===== config.mk =====
export PLATFORM = sky130hd
export DESIGN_NAME = game_sequencer_flat
export DESIGN_NICKNAME = d
export VERILOG_FILES = /design/src/rtl/game_sequencer_pkg.sv /design/src/rtl/game_sequencer_if.sv /design/src/rtl/game_sequencer_key_tick_sync.sv /design/src/rtl/game_sequencer.sv /design/src/flat_wrapper.sv
export SDC_FILE = /design/constraint.sdc
export NUM_CORES = 1
export LEC_CHECK = 0
export ABC_AREA = 0
export BUFFER_PORTS_ARGS = -buffer_cell sky130_fd_sc_hd__buf_2
export CORE_MARGIN = 8
export CORE_UTILIZATION = 55
export DETAILED_ROUTE_END_ITERATION = 6
export GPL_ROUTABILITY_DRIVEN = 0
export HOLD_SLACK_MARGIN = 0.15
export PLACE_DENSITY = 0.78
export SLEW_MARGIN = 20
export SYNTH_ARGS = -nofsm -noshare
export SYNTH_HDL_FRONTEND = slang
export SYNTH_SLANG_ARGS = --single-unit

===== constraint.sdc =====
create_clock -name char_clock -period 2.5 [get_ports char_clock]
set_clock_uncertainty 0.2 [all_clocks]
set_input_delay 0.5 -clock char_clock [delete_from_list [all_inputs] [get_ports char_clock]]
set_output_delay 0.5 -clock char_clock [all_outputs]
set_load 0.01 [all_outputs]

===== src/rtl/game_sequencer_pkg.sv =====
// game_pkg: shared definitions for the ping-pong match controller.
//   - state_e      : FSM state codes (IDLE=0 .. PAUSE=5), STATE_W bits wide
//   - GOALS_W      : width of the thermometer goal and hit registers
//   - HITS_MAX     : saturation value of the rally hit counter
//   - DEF_*        : default timing/match parameters for game_sequencer
package game_pkg;

  localparam int STATE_W = 3;
  localparam int GOALS_W = 8;
  localparam int HITS_MAX = 255;

  localparam int DEF_TICK_DIV = 3;
  localparam int DEF_SERVE_TICKS = 40;
  localparam int DEF_GOAL_PAUSE_TICKS = 60;
  localparam int DEF_MAX_GOALS = 8;

  typedef enum logic [STATE_W-1:0] {
    IDLE  = 3'd0,
    SERVE = 3'd1,
    PLAY  = 3'd2,
    GOAL  = 3'd3,
    OVER  = 3'd4,
    PAUSE = 3'd5
  } state_e;

endpackage


===== src/rtl/game_sequencer_if.sv =====
// game_sequencer_if: signal bundle between the match controller and the
// ball/racket datapath plus the player keys.
//   master modport : the controller (game_sequencer)
//   slave modport  : the datapath / key side
// Signals: vsync, key_start (active-low), [key_pause (active-low) when
// GAME_SEQ_PAUSE_EN is defined], goal_evt, hit_evt in; tick, ball_load,
// play, state, goals, hits, game_over out of the controller.
//
// Protocol: there is no back-pressure. tick, ball_load, goal_evt and hit_evt
// are single-cycle pulses that the receiver must act on in the cycle they
// are high; play, state, goals, hits and game_over are levels that hold
// until the controller changes them.
interface game_sequencer_if;
  import game_pkg::*;

  logic               vsync;
  logic               key_start;
`ifdef GAME_SEQ_PAUSE_EN
  logic               key_pause;
`endif
  logic               goal_evt;
  logic               hit_evt;
  logic               tick;
  logic               ball_load;
  logic               play;
  logic [STATE_W-1:0] state;
  logic [GOALS_W-1:0] goals;
  logic [GOALS_W-1:0] hits;
  logic               game_over;

`ifdef GAME_SEQ_PAUSE_EN
  modport master (
    input  vsync, key_start, key_pause, goal_evt, hit_evt,
    output tick, ball_load, play, state, goals, hits, game_over
  );
  modport slave (
    output vsync, key_start, key_pause, goal_evt, hit_evt,
    input  tick, ball_load, play, state, goals, hits, game_over
  );
`else
  modport master (
    input  vsync, key_start, goal_evt, hit_evt,
    output tick, ball_load, play, state, goals, hits, game_over
  );
  modport slave (
    output vsync, key_start, goal_evt, hit_evt,
    input  tick, ball_load, play, state, goals, hits, game_over
  );
`endif

endinterface


===== src/rtl/game_sequencer_key_tick_sync.sv =====
// key_tick_sync: brings an asynchronous active-low key into the clock domain
// with a two-flop synchronizer, samples the synchronized level only on game
// ticks, and emits a one-cycle press pulse on a released->pressed change
// between consecutive tick samples (a held key gives a single press).
// Ports:
//   clk, rst   : clock, asynchronous active-high reset (flops reset to 1 = released)
//   key_n_i    : raw active-low key
//   tick_i     : game tick enable
//   press_o    : press pulse, high only during a tick cycle
module key_tick_sync (
  input  logic clk,
  input  logic rst,
  input  logic key_n_i,
  input  logic tick_i,
  output logic press_o
);

  logic sync1_q;
  logic sync2_q;
  logic samp_q;

  always_ff @(posedge clk or posedge rst) begin
    if (rst) begin
      sync1_q <= 1'b1;
      sync2_q <= 1'b1;
      samp_q  <= 1'b1;
    end else begin
      sync1_q <= key_n_i;
      sync2_q <= sync1_q;
      if (tick_i) samp_q <= sync2_q;
    end
  end

  // Current tick sample is sync2_q itself; samp_q holds the previous one.
  assign press_o = tick_i & ~sync2_q & samp_q;

endmodule


===== src/rtl/game_sequencer.sv =====
// game_sequencer: match controller for the ping-pong datapath (char_clock domain).
// Derives the game tick from vsync frame edges, debounces the start key on
// ticks, sequences IDLE/SERVE/PLAY/GOAL/OVER and owns the goal/hit scores.
// Optional macro GAME_SEQ_PAUSE_EN adds the key_pause input and PAUSE state.
// Ports:
//   char_clock : sole clock
//   reset      : asynchronous active-high reset
//   bus        : game_sequencer_if.master (vsync, keys, goal/hit events in;
//                tick, ball_load, play, state, goals, hits, game_over out)
module game_sequencer
  import game_pkg::*;
#(
  parameter int TICK_DIV         = DEF_TICK_DIV,
  parameter int SERVE_TICKS      = DEF_SERVE_TICKS,
  parameter int GOAL_PAUSE_TICKS = DEF_GOAL_PAUSE_TICKS,
  parameter int MAX_GOALS        = DEF_MAX_GOALS
) (
  input  logic              char_clock,
  input  logic              reset,
  game_sequencer_if.master  bus
);

  localparam int FRAME_W = (TICK_DIV > 1) ? $clog2(TICK_DIV) : 1;
  localparam int TMAX    = (SERVE_TICKS > GOAL_PAUSE_TICKS) ? SERVE_TICKS : GOAL_PAUSE_TICKS;
  localparam int TIMER_W = $clog2(TMAX + 1);
  localparam logic [FRAME_W-1:0] FRAME_LAST = FRAME_W'(TICK_DIV - 1);
  localparam logic [TIMER_W-1:0] SERVE_T    = TIMER_W'(SERVE_TICKS);
  localparam logic [TIMER_W-1:0] GOAL_T     = TIMER_W'(GOAL_PAUSE_TICKS);
  localparam logic [GOALS_W-1:0] HITS_SAT   = GOALS_W'(HITS_MAX);

  // ---------------- frame edge and tick generation ----------------
  logic               vs_q;
  logic [FRAME_W-1:0] frame_cnt_q;
  logic               tick_q;
  logic               frame;

  assign frame = bus.vsync & ~vs_q;

  always_ff @(posedge char_clock or posedge reset) begin
    if (reset) begin
      vs_q        <= 1'b0;
      frame_cnt_q <= '0;
      tick_q      <= 1'b0;
    end else begin
      vs_q   <= bus.vsync;
      tick_q <= 1'b0;
      if (frame) begin
        if (frame_cnt_q == FRAME_LAST) begin
          frame_cnt_q <= '0;
          tick_q      <= 1'b1;
        end else begin
          frame_cnt_q <= frame_cnt_q + 1'b1;
        end
      end
    end
  end

  // ---------------- keys ----------------
  logic start_press;

  key_tick_sync u_start_sync (
    .clk     (char_clock),
    .rst     (reset),
    .key_n_i (bus.key_start),
    .tick_i  (tick_q),
    .press_o (start_press)
  );

`ifdef GAME_SEQ_PAUSE_EN
  logic pause_press;

  key_tick_sync u_pause_sync (
    .clk     (char_clock),
    .rst     (reset),
    .key_n_i (bus.key_pause),
    .tick_i  (tick_q),
    .press_o (pause_press)
  );
`endif

  // ---------------- match FSM ----------------
  state_e             state_q;
  logic [TIMER_W-1:0] timer_q;
  logic [GOALS_W-1:0] goals_q;
  logic [GOALS_W-1:0] hits_q;
  logic               play_q;
  logic               game_over_q;
  logic               ball_load_q;
  logic [GOALS_W-1:0] goals_d;

  // Thermometer: each goal shifts in another 1 from the LSB.
  assign goals_d = {goals_q[GOALS_W-2:0], 1'b1};

  always_ff @(posedge char_clock or posedge reset) begin
    if (reset) begin
      state_q     <= IDLE;
      timer_q     <= '0;
      goals_q     <= '0;
      hits_q      <= '0;
      play_q      <= 1'b0;
      game_over_q <= 1'b0;
      ball_load_q <= 1'b0;
    end else begin
      ball_load_q <= 1'b0;
      case (state_q)
        IDLE, OVER: begin
          if (start_press) begin
            state_q     <= SERVE;
            goals_q     <= '0;
            hits_q      <= '0;
            timer_q     <= SERVE_T;
            ball_load_q <= 1'b1;
            game_over_q <= 1'b0;
          end
        end
        SERVE: begin
          if (tick_q) begin
            timer_q <= timer_q - 1'b1;
            if (timer_q == TIMER_W'(1)) begin
              state_q <= PLAY;
              play_q  <= 1'b1;
            end
          end
        end
        PLAY: begin
          // A goal wins over a simultaneous hit; the hit is dropped.
          if (bus.goal_evt) begin
            goals_q <= goals_d;
            play_q  <= 1'b0;
            if (goals_d[MAX_GOALS-1]) begin
              state_q     <= OVER;
              game_over_q <= 1'b1;
            end else begin
              state_q <= GOAL;
              timer_q <= GOAL_T;
            end
          end else begin
            if (bus.hit_evt && hits_q != HITS_SAT) hits_q <= hits_q + 1'b1;
`ifdef GAME_SEQ_PAUSE_EN
            if (pause_press) begin
              state_q <= PAUSE;
              play_q  <= 1'b0;
            end
`endif
          end
        end
        GOAL: begin
          if (tick_q) begin
            timer_q <= timer_q - 1'b1;
            if (timer_q == TIMER_W'(1)) begin
              state_q     <= SERVE;
              timer_q     <= SERVE_T;
              ball_load_q <= 1'b1;
            end
          end
        end
`ifdef GAME_SEQ_PAUSE_EN
        PAUSE: begin
          if (pause_press) begin
            state_q <= PLAY;
            play_q  <= 1'b1;
          end
        end
`endif
        default: begin
          state_q <= IDLE;
          play_q  <= 1'b0;
        end
      endcase
    end
  end

  assign bus.tick      = tick_q;
  assign bus.ball_load = ball_load_q;
  assign bus.play      = play_q;
  assign bus.state     = state_q;
  assign bus.goals     = goals_q;
  assign bus.hits      = hits_q;
  assign bus.game_over = game_over_q;

endmodule


===== src/flat_wrapper.sv =====
// flat-port wrapper written by rule: the top's interface ports become plain ports
module game_sequencer_flat import game_pkg::*;
#(
  parameter int TICK_DIV         = DEF_TICK_DIV,
  parameter int SERVE_TICKS      = DEF_SERVE_TICKS,
  parameter int GOAL_PAUSE_TICKS = DEF_GOAL_PAUSE_TICKS,
  parameter int MAX_GOALS        = DEF_MAX_GOALS
)
  (char_clock, reset, bus_vsync, bus_key_start, bus_goal_evt, bus_hit_evt, bus_tick, bus_ball_load, bus_play, bus_state, bus_goals, bus_hits, bus_game_over);
  game_sequencer_if bus_i ();
  input  logic char_clock;
  input  logic reset;
  input wire logic [$bits(bus_i.vsync)-1:0] bus_vsync;
  input wire logic [$bits(bus_i.key_start)-1:0] bus_key_start;
  input wire logic [$bits(bus_i.goal_evt)-1:0] bus_goal_evt;
  input wire logic [$bits(bus_i.hit_evt)-1:0] bus_hit_evt;
  output wire logic [$bits(bus_i.tick)-1:0] bus_tick;
  output wire logic [$bits(bus_i.ball_load)-1:0] bus_ball_load;
  output wire logic [$bits(bus_i.play)-1:0] bus_play;
  output wire logic [$bits(bus_i.state)-1:0] bus_state;
  output wire logic [$bits(bus_i.goals)-1:0] bus_goals;
  output wire logic [$bits(bus_i.hits)-1:0] bus_hits;
  output wire logic [$bits(bus_i.game_over)-1:0] bus_game_over;
  assign bus_i.vsync = bus_vsync;
  assign bus_i.key_start = bus_key_start;
  assign bus_i.goal_evt = bus_goal_evt;
  assign bus_i.hit_evt = bus_hit_evt;
  assign bus_tick = bus_i.tick;
  assign bus_ball_load = bus_i.ball_load;
  assign bus_play = bus_i.play;
  assign bus_state = bus_i.state;
  assign bus_goals = bus_i.goals;
  assign bus_hits = bus_i.hits;
  assign bus_game_over = bus_i.game_over;
  game_sequencer #(.TICK_DIV(TICK_DIV), .SERVE_TICKS(SERVE_TICKS), .GOAL_PAUSE_TICKS(GOAL_PAUSE_TICKS), .MAX_GOALS(MAX_GOALS)) u_core (.char_clock(char_clock), .reset(reset), .bus(bus_i));
endmodule

---- Word-level counts from Yosys, hierarchy flattened ----
Index checks and enable logic that the tools add are counted.
word-level totals
  input bits .............................. 6
  register bits after elaboration ......... 35
  logic and storage cells ................. 87
cells by class
  reductions and logical operators ........ 12
  bitwise operators ....................... 6
  equal/unequal tests ..................... 17
  mux-type cells .......................... 36
  $add $sub $neg .......................... 3
operators by type and width
  cell                 count
  $mux 6               6
  $mux 8               4
  $pmux 8 s2           2
  $pmux 6 s4           1
  $mux 3               7
  $ne 2x1->1 const B   7
  $pmux 3 s4           1
  $reduce_and 4->1     3
  $reduce_and 6->1     2
  $mux 1               11
  $add 8x1->8 const B  1
  $ne 8x8->1 const B   1
  $eq 3x2->1 const B   2
  $eq 6x1->1 const B   1
  $ne 2x2->1 const B   3
  $sub 6x1->6 const B  1
  $pmux 1 s2           2
  $reduce_bool 4->1    1
  $and 1x1->1          3
  $eq 3x1->1 const B   1
  $eq 3x3->1 const B   1
  $logic_not 3->1      1
  $not 1->1            3
  $pmux 1 s3           1
  8 further kinds      8

---- Depth between registers and ports, before layout ----
  word-level depth ........................ 5
  mapped depth ............................ 6

---- Modules after synthesis ----
From an unflattened synthesis, not the netlist that was laid out.
second synthesis, totals
  cell total of the unflattened synthesis .. 180
  area total of the unflattened synthesis .. 1747.9 sq um
by module, submodules not included
  module          area an instance (sq um)  sequential area each (sq um)  cells an instance  times used
  game_sequencer  1640.3                    800.8                         174                1
  key_tick_sync   107.6                     78.8                          6                  1

---- Least setup slack after synthesis ----
OpenSTA, ideal clock, no wires.
  path type ............................... reg-to-reg
  start ................................... register u_core.timer_q[2]
  end ..................................... register u_core.state_q[1] (netlist: u_core.bus.state[1])
  arrival time ............................ 1.515 ns
  setup time .............................. 0.096 ns
  setup slack ............................. 0.689 ns
  data required time ...................... 2.204 ns
  cell stages (with the launch flop) ...... 5
  path buffers ............................ 0
  cells stage by stage .................... dfrtp_1 > or4b_4 > nor4b_4 > inv_2 > a311oi_2
on the way
  word-level cells in the longest chain between the ends .. 3
RTL lines
  what                            RTL line                                      source
  start: declaration              game_sequencer.sv:83                          logic [TIMER_W-1:0] timer_q;
  start signal: assignment        game_sequencer.sv:118                         timer_q <= timer_q - 1'b1;
  start signal: assignment        game_sequencer.sv:149                         timer_q <= timer_q - 1'b1;
  $eq 6x1->1 (*)                  game_sequencer.sv:119, game_sequencer.sv:150
  $ne 2x1->1 (no line)            --
  $reduce_and 6->1 (no line) (*)  --
  end signal: assignment          game_sequencer.sv:120                         state_q <= PLAY;
  end signal: assignment          game_sequencer.sv:131                         state_q <= OVER;
  end signal: assignment          game_sequencer.sv:151                         state_q <= SERVE;
  end: declaration                game_sequencer.sv:82                          state_e state_q;
Every way passes the cells marked *; elsewhere a longest branch is shown, timed or not.
A chain may end at the register's enable or synchronous reset.

---- Worst setup path in the final report ----
  start ................................... register u_core.state_q[1] (netlist: u_core.bus.state[1])
  end ..................................... register u_core.hits_q[7] (netlist: u_core.bus.hits[7])
on the way
  word-level cells in the longest chain between the ends .. 4
RTL lines
  what                                                       RTL line               source
  start signal: assignment                                   game_sequencer.sv:96   state_q <= IDLE;
  start signal: assignment                                   game_sequencer.sv:108  state_q <= SERVE;
  start signal: assignment                                   game_sequencer.sv:120
  $eq 3x3->1 or $logic_not 3->1 (tied branches)              game_sequencer.sv:105  case (state_q)
  $reduce_or 2->1                                            game_sequencer.sv:105
  $ne 2x1->1 (no line) or $reduce_bool 2->1 (tied branches)  --
  $reduce_and 4->1 (no line)                                 --
  end signal: assignment                                     game_sequencer.sv:138  if (bus.hit_evt && hits_q != HITS_SAT) hits_q <= hits_q + 1'b1;
  end: declaration                                           game_sequencer.sv:85   logic [GOALS_W-1:0] hits_q;
Parallel ways exist; a longest one is shown, timed or not.

==> flow_results.xml <==
<?xml version="1.0" encoding="UTF-8"?>
<metrics>
  <group name="setup_path">
    <metric name="worstPathArrival" unit="ns">2.20</metric>
    <metric name="worst-endpoint-required" unit="ns">2.57</metric>
    <metric name="worstSetupPathType" unit="">reg2reg</metric>
    <metric name="critical_path.cell_chain" unit="">nor3b_2, nand2_1, or4_1, a21oi_1</metric>
    <metric name="worst-r2r-cell-count" unit="">4</metric>
    <metric name="critical-path-max-stage-delay" unit="ns">0.61</metric>
    <metric name="crit_end" unit="">u_core.bus.hits[7]</metric>
    <metric name="ff2ff_setup_slack" unit="ns">0.38</metric>
    <metric name="crit_path_start" unit="">u_core.bus.state[1]</metric>
    <metric name="cp-start-kind" unit="">flip-flop</metric>
    <metric name="crit_reg_reg_startpoint" unit="">u_core.bus.state[1]</metric>
    <metric name="worst_path_max_delay_cell" unit="">dfrtp_1</metric>
    <metric name="cpLargestDelayFamily" unit="">simple AND/OR/NAND/NOR gates</metric>
    <metric name="cp_num_cells" unit="">4</metric>
    <metric name="critical_path.max_fanout" unit="">13</metric>
    <metric name="critPathCaptureType" unit="">flip-flop</metric>
    <metric name="worst_r2r_endpoint" unit="">u_core.bus.hits[7]</metric>
    <metric name="worstPathBufferInverterCount" unit="">0</metric>
  </group>
  <group name="yosys">
    <metric name="syn-num-nets" unit="">171</metric>
    <metric name="synth.cells.most_frequent" unit="">dfrtp_1 (32), nand2_1 (16), a21oi_1 (10), o21ai_0 (8)</metric>
    <metric name="asyncSetResetFlopFracSynth" unit="">1.00</metric>
    <metric name="most_frequent_cell_after_synthesis" unit="">dfrtp_1</metric>
    <metric name="synthesis.area" unit="sq mm">0.00172</metric>
    <metric name="synth_largest_type_area_fraction" unit="">0.465</metric>
    <metric name="synth_adder_area_share" unit="">0.0218</metric>
    <metric name="compound_gate_portion_of_the_synthesized_area" unit="">0.176</metric>
    <metric name="post_synth_xor_area_fraction" unit="">0</metric>
    <metric name="synth_simple_gate_area_share" unit="">0.232</metric>
    <metric name="ys_seq_elements" unit="">35</metric>
    <metric name="count_of_mapped_cells_out_of_synthesis" unit="">162</metric>
    <metric name="synth.largest_area_cell" unit="">dfrtp_1</metric>
    <metric name="yosys_most_used_dff" unit="">dfrtp_1</metric>
    <metric name="yosys-mux-area-fraction" unit="">0.0298</metric>
    <metric name="synth-warning-count" unit="">0</metric>
    <metric name="combinational_family_with_the_most_area_after_synthesis" unit="">simple AND/OR/NAND/NOR gates</metric>
    <metric name="syn-mean-instance-area" unit="sq um">10.6</metric>
    <metric name="synth_edf_count" unit="">0</metric>
    <metric name="seq_area_frac_synth" unit="">0.511</metric>
    <metric name="synthDistinctLibCells" unit="">47</metric>
    <metric name="synth_area_leaders" unit="">dfrtp_1 (46%), dfstp_2 (4.6%), a22o_1 (3.6%)</metric>
  </group>
  <group name="sta">
    <metric name="setup-tns-final" unit="ns">0</metric>
    <metric name="tightest_slew" unit="ns">0.536</metric>
    <metric name="min_period" unit="ns">2.12</metric>
    <metric name="grt_setup_unrepaired" unit="">no</metric>
    <metric name="fin_crit_sh" unit="">0.849</metric>
    <metric name="report.final.slew_viol_count" unit="">0</metric>
    <metric name="final-hold-violation-count" unit="">0</metric>
    <metric name="finalSetupViolations" unit="">0</metric>
    <metric name="max-slew-margin-rel" unit="">0.640</metric>
    <metric name="fmaxAchievable" unit="GHz">0.471</metric>
  </group>
  <group name="route">
    <metric name="routed-wl-met2" unit="um">1870</metric>
    <metric name="dr_wl_met3" unit="um">160</metric>
    <metric name="drt_pass1_iterations" unit="">4</metric>
    <metric name="topRoutingLayerUsed" unit="">met4</metric>
    <metric name="vias" unit="">1398</metric>
    <metric name="avgRoutedWirePerCell" unit="um">15.3</metric>
    <metric name="antenna_left" unit="">0</metric>
    <metric name="detail_route.vias_per_cell" unit="">5.75</metric>
    <metric name="route.detailed.drc" unit="">0</metric>
    <metric name="first_iter_violations" unit="">45</metric>
    <metric name="met1_layer_wirelength_in_the_final_routing" unit="um">1640</metric>
    <metric name="wirelength" unit="um">3720</metric>
  </group>
  <group name="finish">
    <metric name="fin_area" unit="sq mm">0.00199</metric>
    <metric name="area_growth_synth_to_finish" unit="%">15.8</metric>
    <metric name="layoutNonFillerInstCount" unit="">243</metric>
    <metric name="final_layout_size_suffix_gt1_frac" unit="">0.266</metric>
    <metric name="finish.net_count" unit="">207</metric>
    <metric name="antenna_cells_inserted" unit="">0</metric>
  </group>
  <group name="place">
    <metric name="placedCellCount" unit="">232</metric>
    <metric name="port_buffers" unit="">28</metric>
    <metric name="placed_cell_area" unit="sq mm">0.00191</metric>
    <metric name="hpwlAfterDp" unit="um">2680</metric>
  </group>
  <group name="clock_tree">
    <metric name="root_buffer" unit="">clkbuf_4</metric>
    <metric name="clock_slew_seen_by_the_registers_of_the_worst_setup_and_hold_paths" unit="ns">0.11</metric>
    <metric name="clock_insertion_delay_worst_skew" unit="ns">0.34</metric>
    <metric name="htreeDepth" unit="">2</metric>
    <metric name="cts.sink_count" unit="">35</metric>
    <metric name="cts_buffer_depth" unit="">2</metric>
    <metric name="tritoncts" unit="">done</metric>
    <metric name="cts_buffers" unit="">5</metric>
    <metric name="cts_post_setup_buffers_inserted" unit="">0</metric>
  </group>
  <group name="grt">
    <metric name="gr-total-overflow" unit="">0</metric>
    <metric name="vias_in_the_first_global_route" unit="">1378</metric>
    <metric name="grt_max_degree" unit="">36</metric>
    <metric name="global_route.usage.total" unit="">0.154</metric>
    <metric name="global_route_wire_length_before_repair" unit="um">6300</metric>
    <metric name="initial_antenna_violation_count" unit="">0</metric>
  </group>
  <group name="flow_run">
    <metric name="max_cap_viol_count" unit="">0</metric>
  </group>
  <group name="pwr">
    <metric name="fin_total_pwr" unit="mW">1.67</metric>
    <metric name="ir_worst_vdd" unit="mV">0.441</metric>
    <metric name="power.static_leakage" unit="nW">0.927</metric>
    <metric name="cellPowerDensity" unit="mW/mm^2">838</metric>
  </group>
  <group name="floorplan">
    <metric name="placementRows" unit="">20</metric>
    <metric name="initial_core_utilization" unit="">0.569</metric>
    <metric name="floorplan.core_area" unit="sq mm">0.00303</metric>
    <metric name="num_io_pins" unit="">29</metric>
    <metric name="die_w" unit="um">72.0</metric>
    <metric name="die_outline_area" unit="sq mm">0.00518</metric>
    <metric name="die_height" unit="um">72.0</metric>
  </group>
  <group name="worst_hold_path">
    <metric name="worst_hold_path_type" unit="">reg2reg</metric>
  </group>
  <group name="run_status">
    <metric name="run_status" unit="">completed</metric>
  </group>
</metrics>
## logic make-up (layout without fill, tap and decap cells)
group | after synthesis | count (layout)
multiplexers | 5 | 5
adder cells (fa/ha/maj) | 3 | 3
buffers and inverters | 12 | 49
AO/OA/AOI/OAI | 42 | 42
flip-flops | 35 | 35
AND/OR/NAND/NOR | 65 | 65
## cell type report
cell class	count	area, sq um
multi-input cells	115	792
clock inverters	3	15.0
repair buffers	33	185
clock buffers	5	37.5
flip-flops and latches	35	880
inverters	8	30.0
fillers	248	1030
well taps	44	55.1
## sequential cells by signal, summed over array words and instances (netlist names), 2 cells and up
register / flops
u_core.frame_cnt_q: 2
u_core.timer_q: 6
u_core.bus.state: 3
u_core.bus.goals: 8
u_core.bus.hits: 8
## worst min-delay path by stage
stage                                      startpoint                     endpoint  slack [ns]  cells past startpoint
final                     u_core.u_start_sync.sync1_q  u_core.u_start_sync.sync2_q        0.16                      0
after global routing      u_core.u_start_sync.sync1_q  u_core.u_start_sync.sync2_q        0.17                      0
after CTS                 u_core.u_start_sync.sync1_q  u_core.u_start_sync.sync2_q        0.16                      0
after detailed placement  u_core.u_start_sync.sync1_q  u_core.u_start_sync.sync2_q        0.15                      0
after global placement    u_core.u_start_sync.sync1_q  u_core.u_start_sync.sync2_q        0.15                      0
after floorplan           u_core.u_start_sync.sync1_q  u_core.u_start_sync.sync2_q        0.15                      0
## routing by layer
layer	vias up	GRT usage
met3	5	0.0413
li1	682	-
met5	-	0
met2	20	0.259
met1	691	0.172
met4	0	0.0884
## cells in the final DEF (no fill, tap or decap), types with 3 or more instances in the layout
master,synthesis,final
or4_1,3,3
dfstp_2,3,3
buf_2,2,28
clkinv_2,0,3
nor3_1,4,4
o41ai_1,3,3
nand2_1,16,16
mux2i_1,4,4
ha_1,3,3
dlygate4sd3_1,0,3
dfrtp_1,32,32
a21oi_1,10,10
nand3_1,7,7
inv_1,7,7
o21ai_0,8,8
nand2b_1,6,6
clkbuf_4,0,5
a22o_1,7,7
nor2_1,7,7
## worst register-to-register path, delay by kind of cell, from the launching register on
kind	cells	cell delay [ns]
AND/OR/NAND/NOR	3	1.10
AO/OA/AOI/OAI	1	0.16
flip-flops	1	0.61
## power breakdown
part           switching, mW  internal (mW)
sequential             0.151          0.705
clock                  0.192          0.105
combinational          0.272          0.246
total                  0.615           1.06
## through the flow
| step | hold WS, ns | utilization | setup slack (ns) |
|---|---|---|---|
| after global routing | 0.169 | 0.659 | 0.182 |
| after CTS | 0.164 | 0.659 | 0.417 |
| after global placement | 0.146 | 0.631 | 0.504 |
| final | 0.163 | 0.659 | 0.378 |
| after floorplan | 0.145 | - | 0.689 |
| after detailed placement | 0.150 | 0.631 | 0.427 |
## what timing repair did
| action | in CTS | in global routing |
|---|---|---|
| hold endpoints to repair | 34 | 0 |
| hold buffers | 3 | 0 |
| gates resized for setup | 0 | 0 |
Note: power is estimated with default switching activity, not from simulation.
